===== src/rtl/instr_encoder.sv =====
// Instruction encoder: packs a field set into a 32-bit word, buffers it in a small FIFO
// and streams the words to instruction memory at an auto-incrementing word address.
module instr_encoder #(
  parameter int FIFO_DEPTH = 4,
  parameter int ADDR_W     = 16
) (
  input  logic              clk,
  input  logic              rst,
  input  logic              in_valid,
  output logic              in_ready,
  input  logic [1:0]        op_class,
  input  logic [4:0]        op_code,
  input  logic [2:0]        rd,
  input  logic [2:0]        rn,
  input  logic [2:0]        rm,
  input  logic [3:0]        cond,
  input  logic [15:0]       imm,
  input  logic              addr_load,
  input  logic [ADDR_W-1:0] addr_in,
  input  logic              clr_done,
  output logic              mem_req,
  input  logic              mem_ack,
  output logic [ADDR_W-1:0] mem_addr,
  output logic [31:0]       mem_wdata,
  output logic              err_illegal,
  output logic              done
);

  localparam int PTR_W = $clog2(FIFO_DEPTH);
  localparam logic [31:0]       HALT_WORD = 32'hD000_0000;
  localparam logic [PTR_W:0]    FULL_CNT  = (PTR_W+1)'(FIFO_DEPTH);
  localparam logic [PTR_W:0]    CNT_ONE   = (PTR_W+1)'(1);
  localparam logic [PTR_W-1:0]  PTR_ONE   = PTR_W'(1);
  localparam logic [ADDR_W-1:0] ADDR_ONE  = ADDR_W'(1);

  typedef enum logic [1:0] {ST_IDLE, ST_REQ, ST_DONE} state_t;

  state_t            state_q, state_d;
  logic [ADDR_W-1:0] addr_q, addr_d;
  logic [31:0]       wdata_q, wdata_d;
  logic              err_q;
  logic [PTR_W-1:0]  wr_ptr_q, wr_ptr_d, rd_ptr_q, rd_ptr_d;
  logic [PTR_W:0]    count_q, count_d;
  logic [31:0]       fifo_mem [FIFO_DEPTH];

  logic        legal;
  logic [31:0] enc_word;
  logic        fifo_full, fifo_empty;
  logic        fire, push, pop;
  logic [31:0] head_word;

  always_comb begin
    legal = 1'b0;
    case (op_class)
      2'b00:   legal = (op_code <= 5'd5) ||
                       (op_code >= 5'd17 && op_code <= 5'd21) ||
                       (op_code >= 5'd25 && op_code <= 5'd29);
      2'b01:   legal = (op_code >= 5'd17 && op_code <= 5'd22) ||
                       (op_code >= 5'd25 && op_code <= 5'd29);
      2'b10:   legal = (op_code <= 5'd1);
      default: legal = (op_code == 5'd0) || (op_code == 5'd1) || (op_code == 5'd2) ||
                       (op_code == 5'd4) || (op_code == 5'd8);
    endcase
  end

  always_comb begin
    enc_word = {op_class, op_code, 25'b0};
    case (op_class)
      2'b00: begin
        enc_word[24:22] = rd;
        // mov/movt carry no source register
        enc_word[21:19] = (op_code[4:1] == 4'b0000) ? 3'b000 : rn;
        enc_word[15:0]  = imm;
      end
      2'b01: begin
        enc_word[24:22] = rd;
        enc_word[21:19] = rn;
        enc_word[18:16] = rm;
      end
      2'b10: begin
        enc_word[24:22] = rd;
        enc_word[21:19] = rn;
        enc_word[15:0]  = imm;
      end
      default: begin
        case (op_code)
          5'd0: enc_word[15:0] = imm;
          5'd1: begin
            enc_word[24:21] = cond;
            enc_word[15:0]  = imm;
          end
          5'd2: begin
            enc_word[21:19] = rn;
            enc_word[15:0]  = imm;
          end
          default: ;
        endcase
      end
    endcase
  end

  assign fifo_full  = (count_q == FULL_CNT);
  assign fifo_empty = (count_q == '0);
  assign in_ready   = ~rst & ~fifo_full & (state_q != ST_DONE);
  assign fire       = in_valid & in_ready;
  assign push       = fire & legal;
  assign head_word  = fifo_mem[rd_ptr_q];

  always_comb begin
    state_d = state_q;
    addr_d  = addr_q;
    wdata_d = wdata_q;
    pop     = 1'b0;
    case (state_q)
      ST_IDLE: begin
        if (addr_load && fifo_empty) addr_d = addr_in;
        if (!fifo_empty) begin
          pop     = 1'b1;
          wdata_d = head_word;
          state_d = ST_REQ;
        end
      end
      ST_REQ: begin
        if (mem_ack) begin
          addr_d = addr_q + ADDR_ONE;
          if (wdata_q == HALT_WORD) begin
            state_d = ST_DONE;
          end else if (!fifo_empty) begin
            pop     = 1'b1;
            wdata_d = head_word;
          end else begin
            state_d = ST_IDLE;
          end
        end
      end
      ST_DONE: begin
        if (clr_done) state_d = ST_IDLE;
      end
      default: state_d = ST_IDLE;
    endcase
  end

  always_comb begin
    wr_ptr_d = push ? wr_ptr_q + PTR_ONE : wr_ptr_q;
    rd_ptr_d = pop  ? rd_ptr_q + PTR_ONE : rd_ptr_q;
    case ({push, pop})
      2'b10:   count_d = count_q + CNT_ONE;
      2'b01:   count_d = count_q - CNT_ONE;
      default: count_d = count_q;
    endcase
  end

  always_ff @(posedge clk) begin
    if (push) fifo_mem[wr_ptr_q] <= enc_word;
  end

  always_ff @(posedge clk or posedge rst) begin
    if (rst) begin
      state_q  <= ST_IDLE;
      addr_q   <= '0;
      wdata_q  <= '0;
      err_q    <= 1'b0;
      wr_ptr_q <= '0;
      rd_ptr_q <= '0;
      count_q  <= '0;
    end else begin
      state_q  <= state_d;
      addr_q   <= addr_d;
      wdata_q  <= wdata_d;
      err_q    <= fire & ~legal;
      wr_ptr_q <= wr_ptr_d;
      rd_ptr_q <= rd_ptr_d;
      count_q  <= count_d;
    end
  end

  assign mem_req     = (state_q == ST_REQ);
  assign mem_addr    = addr_q;
  assign mem_wdata   = wdata_q;
  assign err_illegal = err_q;
  assign done        = (state_q == ST_DONE);

endmodule


===== config.mk =====
export PLATFORM = sky130hd
export DESIGN_NAME = instr_encoder
export DESIGN_NICKNAME = d
export VERILOG_FILES = /design/src/rtl/instr_encoder.sv
export SDC_FILE = /design/constraint.sdc
export NUM_CORES = 1
export LEC_CHECK = 0
export BUFFER_PORTS_ARGS = -buffer_cell sky130_fd_sc_hd__clkbuf_2
export CAP_MARGIN = 40
export CORE_ASPECT_RATIO = 0.8
export CORE_MARGIN = 3
export CORE_UTILIZATION = 50
export DETAILED_ROUTE_END_ITERATION = 7
export HOLD_SLACK_MARGIN = 0.12
export PLACE_DENSITY = 0.76
export SYNTH_ARGS = -nofsm -noshare
export SYNTH_HDL_FRONTEND = slang
export SYNTH_SLANG_ARGS = --single-unit
export TNS_END_PERCENT = 100

===== constraint.sdc =====
create_clock -name clk -period 3.71 [get_ports clk]
set_input_delay 0.371 -clock clk [delete_from_list [all_inputs] [get_ports clk]]
set_output_delay 0.371 -clock clk [all_outputs]
set_load 0.005 [all_outputs]

==> impl_metrics.csv, run 1 <==
group,metric,value,unit
outcome,status,"finished clean",
synth,synth_ff_type,"edfxtp_1",
synth,synthArstFlopShare,31.2,%
synth,syn_area_per_cell,16.5,um2
timing,relSlewSlack,49.4,%
clock_network,cts_sinks,186,
job,max_cap_violations,0,
die,coreArea,0.0152,mm2
synth,synth.area.top_cells,"edfxtp_1, dfrtp_1, mux4_2",
power,power_per_cell_area,716,mW/mm2
critical_path,crit_buf_inv,3,
power,p_leak,3.51,nW
placed_design,pre_cts_slack,0.495,ns
layout,final_core_utilization,61.1,%
critical_path,end_kind,"flip-flop",
critical_path,start_kind,"input port",
die,rows,40,
critical_path,slowest_delay,0.58,ns
timing,drv_slew,0,
grt,grt_usage,19.8,%
die,die_w,146,um
die,start_util,51.5,%
synth,yosys.area.top_type,"edfxtp_1",
timing,rsz0062_at_grt,"no",
layout,layout-drive-gt1-share,37.9,%
layout,postLayoutCellArea,0.00927,mm2
critical_path,path_delay_family,"simple AND/OR/NAND/NOR gates",
layout,seqCellArea,0.00530,mm2
power,max-vdd-ir-drop,0.441,mV
layout,diodes,0,
layout,final_cells,819,
clock_network,clockRootBuffer,"clkbuf_16",
timing,fin_setup_tns,0,ns
clock_network,cts_setup_buffers,0,
layout,multi_input_comb_area,0.00236,mm2
grt,grt_start_max_net_pins,35,
die,die_h,118,um
placed_design,port_buffers,109,
synth,synth_seq_cells,186,
layout,fin_nets,665,
detailed_routing,drt_pass1_iterations,5,
synth,ys_types,56,
clock_network,cts_tree,"built",
grt,grt_pass1_wl,26200,um
timing,fin_crit_sh,75.0,%
critical_path,crit_chain,"clkbuf_2, inv_1, ha_1, nor2_1, o22ai_1, o31ai_1, nand4_2, nor2_4, buf_4",
timing,max_freq,359,MHz
hold_path,holdCritPathClass,"in -> reg",
synth,ys_seq_area_share,67.8,%
timing,finalCriticalPeriod,2.78,ns
die,io_pins,110,
placed_design,placed_area,0.00866,mm2
clock_network,clk_pin_slew_worst_paths,0.07,ns
placed_design,dp.cells,786,
power,p_total,6.64,mW
detailed_routing,vias,4653,
timing,worstMarginPinSlew,0.759,ns
detailed_routing,wl_per_cell,20.0,um
clock_network,insertion_delay,0.42,ns
timing,skew,0.0118,ns
detailed_routing,drt_iter0_drc,353,
synth,netlist_area,0.00780,mm2
timing,layout_setup_ws,0.927,ns
placed_design,dp_hpwl,11000,um
timing,hold_violations,0,
placed_design,place_congestion,0.852,
detailed_routing,drcViolationCount,0,
critical_path,crit_path_max_fanout,18,
grt,antenna_found_initial,0,
timing,hold_slack,0.196,ns
detailed_routing,viasPerCell,5.68,
critical_path,worstPathRequired,3.83,ns
synth,postSynthCellCount,474,
critical_path,critPathKind,"in -> reg",
critical_path,cp_slowest_cell,"nor2_4",
clock_network,htreeDepth,4,
grt,grt_pass1_vias,4769,
critical_path,critPathArrivalTime,2.91,ns
synth,netlist.area_leader.share,49.2,%
synth,syn_nets,543,
layout,fillers,1130,
layout,layout-area-overhead-vs-synth,18.7,%
grt,grt_overflow_total,0,
detailed_routing,final_antenna_net_count,0,
timing,finalSetupViolCount,0,
die,die-area,0.0172,mm2
clock_network,cts_made_buffers,17,
clock_network,clock_path_buffers,2,
detailed_routing,wl,16400,um
synth,yosysWarnings,0,
synth,synth_enable_flop_cells,128,
## sequential cells by signal, summed over array words and instances, names as in the netlist
name / flops
rd_ptr_q: 2
fifo_mem: 128
err_illegal: 1
count_q: 3
mem_wdata: 32
wr_ptr_q: 2
mem_addr: 16
state_q: 2
## Yosys cell counts, types with 7 or more instances
cell,n
a21oi_1,18
o21ai_0,13
and3_1,7
mux2_2,32
mux4_2,32
a31oi_1,7
nor2_1,26
ha_1,10
and2_1,21
dfrtp_1,58
clkbuf_1,12
edfxtp_1,128
inv_1,16
## cells in the final DEF, fill, tap and decap left out, types with 13 or more instances in the layout
cell,netlist,layout
a21oi_1,18,18
and2_1,21,21
buf_4,1,14
clkbuf_16,0,17
clkbuf_2,1,109
dfrtp_1,58,57
edfxtp_1,128,128
inv_1,16,15
mux2_2,32,32
mux4_2,32,32
nor2_1,26,22
o21ai_0,13,13
## layout make-up
cell class	count	share of cell area [%]
clock inverter	14	1.73
tap	210	2.84
sequential	186	57.2
timing repair buffer	125	7.35
multi-input combinational	249	25.5
inverter	17	0.689
clock buffer	18	4.74
## worst reg2reg max path: stages, from the launching register on
cell and delay, ns:
dfrtp_1 0.44, nor2b_1 0.20, a311oi_2 0.42, nand4_2 0.43, nor2_4 0.58, buf_4 0.30
## final timing paths
check | depth (start not counted) | slack, ns | start | end
max in group asynchronous | 4 | 2.25 | rst | mem_wdata[13]
worst max-delay path | 9 | 0.93 | op_class[1] | fifo_mem[1][13]
min in group asynchronous | 3 | 0.60 | rst | mem_addr[0]
worst min-delay path | 3 | 0.20 | addr_in[1] | mem_addr[1]
worst min register to register | 1 | 0.52 | count_q[2] | count_q[2]
worst max register to register | 5 | 1.04 | state_q[1] | fifo_mem[1][13]
## power breakdown
part	leakage [nW]	internal, mW	switching (mW)	total (mW)
clock network	0.287	1.03	0.797	1.83
logic	1.38	0.975	0.798	1.77
registers	1.85	2.61	0.429	3.04
## per-layer routing
metal  vias to the layer above  part of all wire [%]  global-route usage [%]
li1                       2093                     -                       -
met1                      2346                    43                    28.0
met2                       200                    49                    31.3
met3                        14                   6.5                    4.97
met4                         0                  0.93                    4.57
met5                         -                     0                       0
## cells by family (layout without fill, tap and decap cells)
family | after synthesis | in the layout | share of synthesized area (%)
DFF | 186 | 186 | 67.8
and+or+nand+nor | 94 | 94 | 6.77
AOI/OAI and AO/OA | 71 | 71 | 6.33
muxes | 67 | 67 | 14.3
buffers and inverters | 39 | 174 | 2.28
adders and majority gates | 11 | 11 | 1.86
xor gates and xnor gates | 6 | 6 | 0.673
## repair_timing
action                                 4_1_cts  5_1_grt
endpoints found under the hold margin       31        0
gates resized for setup                      0        0
hold buffers                                 1        0
No activity file was read; power rests on OpenSTA's default activity.
==> run 2, diff against run 1 <==
--- a/config.mk
+++ b/config.mk
@@ -12,7 +12,7 @@
 export CORE_UTILIZATION = 50
 export DETAILED_ROUTE_END_ITERATION = 7
 export HOLD_SLACK_MARGIN = 0.12
-export PLACE_DENSITY = 0.76
+export PLACE_DENSITY = 0.79
 export SYNTH_ARGS = -nofsm -noshare
 export SYNTH_HDL_FRONTEND = slang
 export SYNTH_SLANG_ARGS = --single-unit
==> constraint.sdc (replaced) <==
create_clock -name clk -period 2.5 [get_ports clk]
set_input_delay 0.25 -clock clk [delete_from_list [all_inputs] [get_ports clk]]
set_output_delay 0.25 -clock clk [all_outputs]
set_load 0.005 [all_outputs]
==> impl_metrics.csv, run 2 (synthesis results as in run 1) <==
group,metric,value,unit
timing,max_freq,419,MHz
grt,grt_overflow_total,0,
layout,diodes,0,
critical_path,cp_slowest_cell,"dlygate4sd3_1",
grt,grt_usage,20.3,%
die,start_util,51.5,%
clock_network,clock_path_buffers,2,
critical_path,path_delay_family,"buffers and inverters",
placed_design,place_congestion,0.847,
power,power_per_cell_area,1040,mW/mm2
detailed_routing,viasPerCell,5.72,
timing,hold_slack,0.131,ns
clock_network,htreeDepth,4,
detailed_routing,final_antenna_net_count,0,
job,max_cap_violations,0,
detailed_routing,vias,4790,
clock_network,clockRootBuffer,"clkbuf_16",
critical_path,critPathKind,"in -> reg",
critical_path,crit_buf_inv,5,
critical_path,critPathArrivalTime,2.74,ns
clock_network,insertion_delay,0.43,ns
layout,final_common_cell,"edfxtp_1",
die,coreArea,0.0152,mm2
timing,drv_slew,0,
hold_path,holdCritPathClass,"in -> reg",
clock_network,cts_made_buffers,17,
placed_design,port_buffers,109,
critical_path,slowest_delay,0.54,ns
layout,final_cells,838,
timing,worstMarginPinSlew,0.805,ns
clock_network,cts_tree,"built",
layout,final_cell_mix,"edfxtp_1, clkbuf_2, dfrtp_1",
die,die_h,118,um
critical_path,worstPathRequired,2.86,ns
timing,rsz0062_at_grt,"no",
timing,fin_crit_sh,95.5,%
grt,grt_pass1_wl,26700,um
detailed_routing,drt_iter0_drc,326,
layout,layout-drive-gt1-share,39.3,%
critical_path,start_kind,"input port",
timing,relSlewSlack,46.2,%
power,p_leak,3.59,nW
grt,antenna_found_initial,0,
critical_path,crit_chain,"dlygate4sd3_1, buf_4, inv_1, ha_2, o22ai_2, o31ai_2, buf_4, nand4_2, ha_4, inv_1, fa_1, xor2_1, nor2_1, xor2_1",
detailed_routing,wl,16800,um
timing,hold_violations,0,
critical_path,crit_path_max_fanout,7,
timing,skew,0.0170,ns
detailed_routing,drcViolationCount,0,
power,max-vdd-ir-drop,0.718,mV
layout,fillers,1094,
clock_network,clk_pin_slew_worst_paths,0.07,ns
critical_path,end_kind,"flip-flop",
grt,grt_start_max_net_pins,35,
clock_network,cts_sinks,186,
timing,finalSetupViolCount,0,
layout,fin_nets,684,
layout,largest_reg_flops,128,
die,rows,40,
detailed_routing,drt_pass1_iterations,4,
die,io_pins,110,
placed_design,dp_hpwl,11200,um
die,die_w,146,um
layout,largest_register,"fifo_mem",
die,die-area,0.0172,mm2
layout,layout-area-overhead-vs-synth,21.8,%
grt,grt_pass1_vias,4953,
detailed_routing,wl_per_cell,20.1,um
timing,fin_setup_tns,0,ns
outcome,status,"finished clean",
placed_design,dp.cells,798,
timing,finalCriticalPeriod,2.39,ns
[run 2: cell types whose count changed in the layout (fill, tap and decap cells not counted), sizes merged]
cell,before,now
dlygate4sd3,1,7
clkinvlp,3,4
inv,23,18
clkinv,3,6
buf,15,29
[run 2: metal layers]
| metal | vias to the layer above | track usage [%] | part of all wire [%] |
|---|---|---|---|
| met5 | - | 0 | 0 |
| met4 | 0 | 5.99 | 0.89 |
| met2 | 202 | 33.4 | 50 |
| met3 | 13 | 5.70 | 7.8 |
| met1 | 2443 | 26.5 | 41 |
| li1 | 2132 | - | - |
[run 2: layout make-up]
class / count / area, um2 / area share (%)
clock buffers: 19 / 433 / 4.55
flip-flops and latches: 186 / 5300 / 55.7
repair buffers: 144 / 920 / 9.67
well taps: 210 / 263 / 2.76
clock inverters: 13 / 128 / 1.34
multi-input cells: 249 / 2410 / 25.3
inverters: 17 / 63.8 / 0.671
[run 2: what timing repair did]
action	in CTS	in global routing
pin swaps	1	1
setup buffers	1	0
gates resized for setup	1	12
setup endpoints to repair	33	20
gates cloned	0	0
hold endpoints to repair	41	0
hold buffers	7	0
[run 2: report_power, final]
part           switching, mW  internal [mW]  leakage [nW]
sequential             0.531           3.87          1.85
combinational           1.37           1.51          1.49
clock                   1.10           1.46         0.260
[run 2: through the flow]
step           worst slack, ns  utilization (%)  instance area, um2  power [mW]
3_3_place_gp             0.113             58.2                8820        7.14
4_1_cts                 0.0375             62.4                9460        9.90
5_1_grt                0.00958             62.7                9510        10.4
6_report                 0.113             62.7                9510        9.84
2_1_floorplan           -0.510                -                7800        6.18
3_5_place_dp            0.0624             58.2                8820        7.31
[run 2: tightest hold or removal path, stage by stage]
cell,delay [ns]
clkbuf_2,0.09
a21oi_1,0.05
o21ai_0,0.13
[run 2: path summary, 6_finish.rpt]
path	start	endpoint	slack [ns]	depth (start not counted)
max	op_class[0]	count_q[2]	0.11	14
min	addr_in[2]	mem_addr[2]	0.13	3
max reg2reg	mem_wdata[9]	count_q[2]	0.16	10
min reg2reg	count_q[2]	count_q[2]	0.52	1
max in group asynchronous	rst	mem_addr[14]	1.21	4
min in group asynchronous	rst	count_q[0]	0.55	3
==> run 3, diff against run 2 <==
==> config.mk (replaced) <==
export PLATFORM = sky130hd
export DESIGN_NAME = instr_encoder
export DESIGN_NICKNAME = d
export VERILOG_FILES = /design/src/rtl/instr_encoder.sv
export SDC_FILE = /design/constraint.sdc
export NUM_CORES = 1
export LEC_CHECK = 0
export CAP_MARGIN = 40
export CORE_ASPECT_RATIO = 0.8
export CORE_MARGIN = 3
export CORE_UTILIZATION = 50
export DETAILED_ROUTE_END_ITERATION = 7
export DONT_BUFFER_PORTS = 1
export HOLD_SLACK_MARGIN = 0.12
export PLACE_DENSITY = 0.73
export SYNTH_ARGS = -nofsm -noshare
export SYNTH_HDL_FRONTEND = slang
export SYNTH_SLANG_ARGS = --single-unit
==> impl_metrics.csv, run 3 (synthesis results as in run 1) <==
group,metric,value,unit
timing,max_freq,433,MHz
critical_path,critPathArrivalTime,2.61,ns
power,clkPwrFrac,29.4,%
clock_network,clockRootBuffer,"clkbuf_16",
power,power_per_cell_area,1050,mW/mm2
detailed_routing,wl,16600,um
placed_design,placed_area,0.00833,mm2
timing,fin_crit_sh,92.5,%
layout,layout-drive-gt1-share,25.5,%
clock_network,clk_pin_slew_worst_paths,0.07,ns
die,rows,40,
detailed_routing,drcViolationCount,0,
clock_network,cts_tree,"built",
power,p_comb_share,24.6,%
outcome,status,"finished clean",
detailed_routing,wl_met3,1080,um
critical_path,crit_path_max_fanout,3,
timing,finalSetupViolCount,0,
timing,rsz0062_at_grt,"no",
die,coreArea,0.0152,mm2
timing,skew,0.0130,ns
detailed_routing,drt_iter0_drc,311,
die,io_pins,110,
layout,final_common_cell,"edfxtp_1",
detailed_routing,vias,4481,
placed_design,port_buffers,0,
placed_design,dp.cells,693,
clock_network,insertion_delay,0.42,ns
layout,final_cells,767,
layout,final_core_utilization,62.4,%
timing,finalCriticalPeriod,2.31,ns
detailed_routing,wl_per_cell,21.6,um
die,die-area,0.0172,mm2
critical_path,critPathKind,"reg -> reg",
hold_path,holdCritPathClass,"in -> reg",
die,die_w,146,um
grt,grt_pass1_wl,26400,um
timing,worstMarginPinSlew,0.543,ns
hold_path,min_from,"rst",
timing,hold_violations,0,
layout,postLayoutCellArea,0.00946,mm2
layout,layout-area-overhead-vs-synth,21.2,%
layout,final_cell_mix,"edfxtp_1, dfrtp_1, dlygate4sd3_1",
critical_path,end_kind,"flip-flop",
layout,fin_nets,613,
clock_network,cts_sinks,186,
grt,antenna_found_initial,0,
detailed_routing,viasPerCell,5.84,
detailed_routing,wl_met1,6810,um
clock_network,htreeDepth,4,
grt,grt_usage,20.1,%
die,start_util,51.5,%
power,max-vdd-ir-drop,0.589,mV
detailed_routing,drt_pass1_iterations,4,
power,switching_share,29.2,%
placed_design,place_congestion,0.804,
detailed_routing,top_layer,"met4",
timing,fin_setup_tns,0,ns
timing,layout_setup_ws,0.188,ns
timing,hold_slack,0.129,ns
layout,diodes,0,
power,internal_power,7.05,mW
clock_network,clock_path_buffers,2,
power,p_total,9.96,mW
power,p_leak,3.37,nW
critical_path,start_kind,"flip-flop",
layout,largest_register,"fifo_mem",
placed_design,pre_cts_slack,-0.0631,ns
critical_path,worstPathRequired,2.80,ns
timing,relSlewSlack,63.5,%
critical_path,worstSetupStartpoint,"mem_wdata[1]",
detailed_routing,final_antenna_net_count,0,
power,switching_power,2.90,mW
grt,grt_pass1_vias,4778,
placed_design,dp_hpwl,10800,um
detailed_routing,dr_wl_met2,8460,um
die,die_h,118,um
clock_network,cts_made_buffers,17,
layout,largest_reg_flops,128,
job,max_cap_violations,0,
timing,drv_slew,0,
grt,grt_overflow_total,0,
power,pwr-share-seq,46.0,%
critical_path,reg2reg_from,"mem_wdata[1]",
grt,grt_start_max_net_pins,35,
[run 3: cell types whose count changed in the layout (fill, tap and decap cells not counted), moves of 3 or more]
cell	before	now
ha_1	6	10
nor4_1	5	2
clkinvlp_4	4	1
bufinv_16	2	5
dlygate4sd3_1	7	41
ha_2	3	0
clkbuf_2	108	0
clkinv_1	5	2
[run 3: what timing repair did]
action | 4_1_cts | 5_1_grt
gates cloned | 0 | 0
endpoints found under the hold margin | 166 | 0
setup endpoints to repair | 34 | 2
hold buffers | 41 | 0
resized for setup | 4 | 6
pin swaps | 0 | 3
buffers inserted | 0 | 1
[run 3: metal layers]
layer  global-route usage (%)  vias up
met5                        0        -
met4                     6.35        0
met3                     6.89       18
met2                     33.0      154
met1                     25.4     2321
li1                         -     1988
[run 3: area by class of cell]
cell class              instances  area [um2]
flip-flops and latches        186        5300
clock buffers                  22         464
clock inverters                10         188
inverters                      17        63.8
repair buffers                 73         767
fillers                      1079        5700
well taps                     210         263
multi-input cells             249        2420
[run 3: worst paths after layout]
kind	endpoint	slack [ns]	cells after the start
setup / recovery	count_q[2]	0.19	10
hold / removal	err_illegal	0.13	4
setup reg to reg	count_q[2]	0.19	10
hold reg to reg	count_q[2]	0.52	1
max in group asynchronous	rd_ptr_q[0]	1.60	3
min in group asynchronous	wr_ptr_q[1]	0.21	2
[run 3: power groups by stage]
stage | logic [mW] | registers [mW] | clock network (mW)
final | 2.45 | 4.58 | 2.93
after global routing | 2.69 | 4.67 | 3.10
after CTS | 2.47 | 4.54 | 2.97
after detailed placement | 2.38 | 4.58 | 0
after global placement | 2.29 | 4.55 | 0
after floorplan | 1.86 | 4.31 | 0
[run 3: worst max-delay path, cell delays in order, from the launching register on]
cell	delay (ns)
dfrtp_1	0.46
nor4_4	0.33
nand4_1	0.25
o31ai_4	0.31
inv_1	0.07
ha_1	0.19
inv_1	0.07
fa_1	0.18
xor2_1	0.14
nor2_1	0.06
xor2_1	0.13
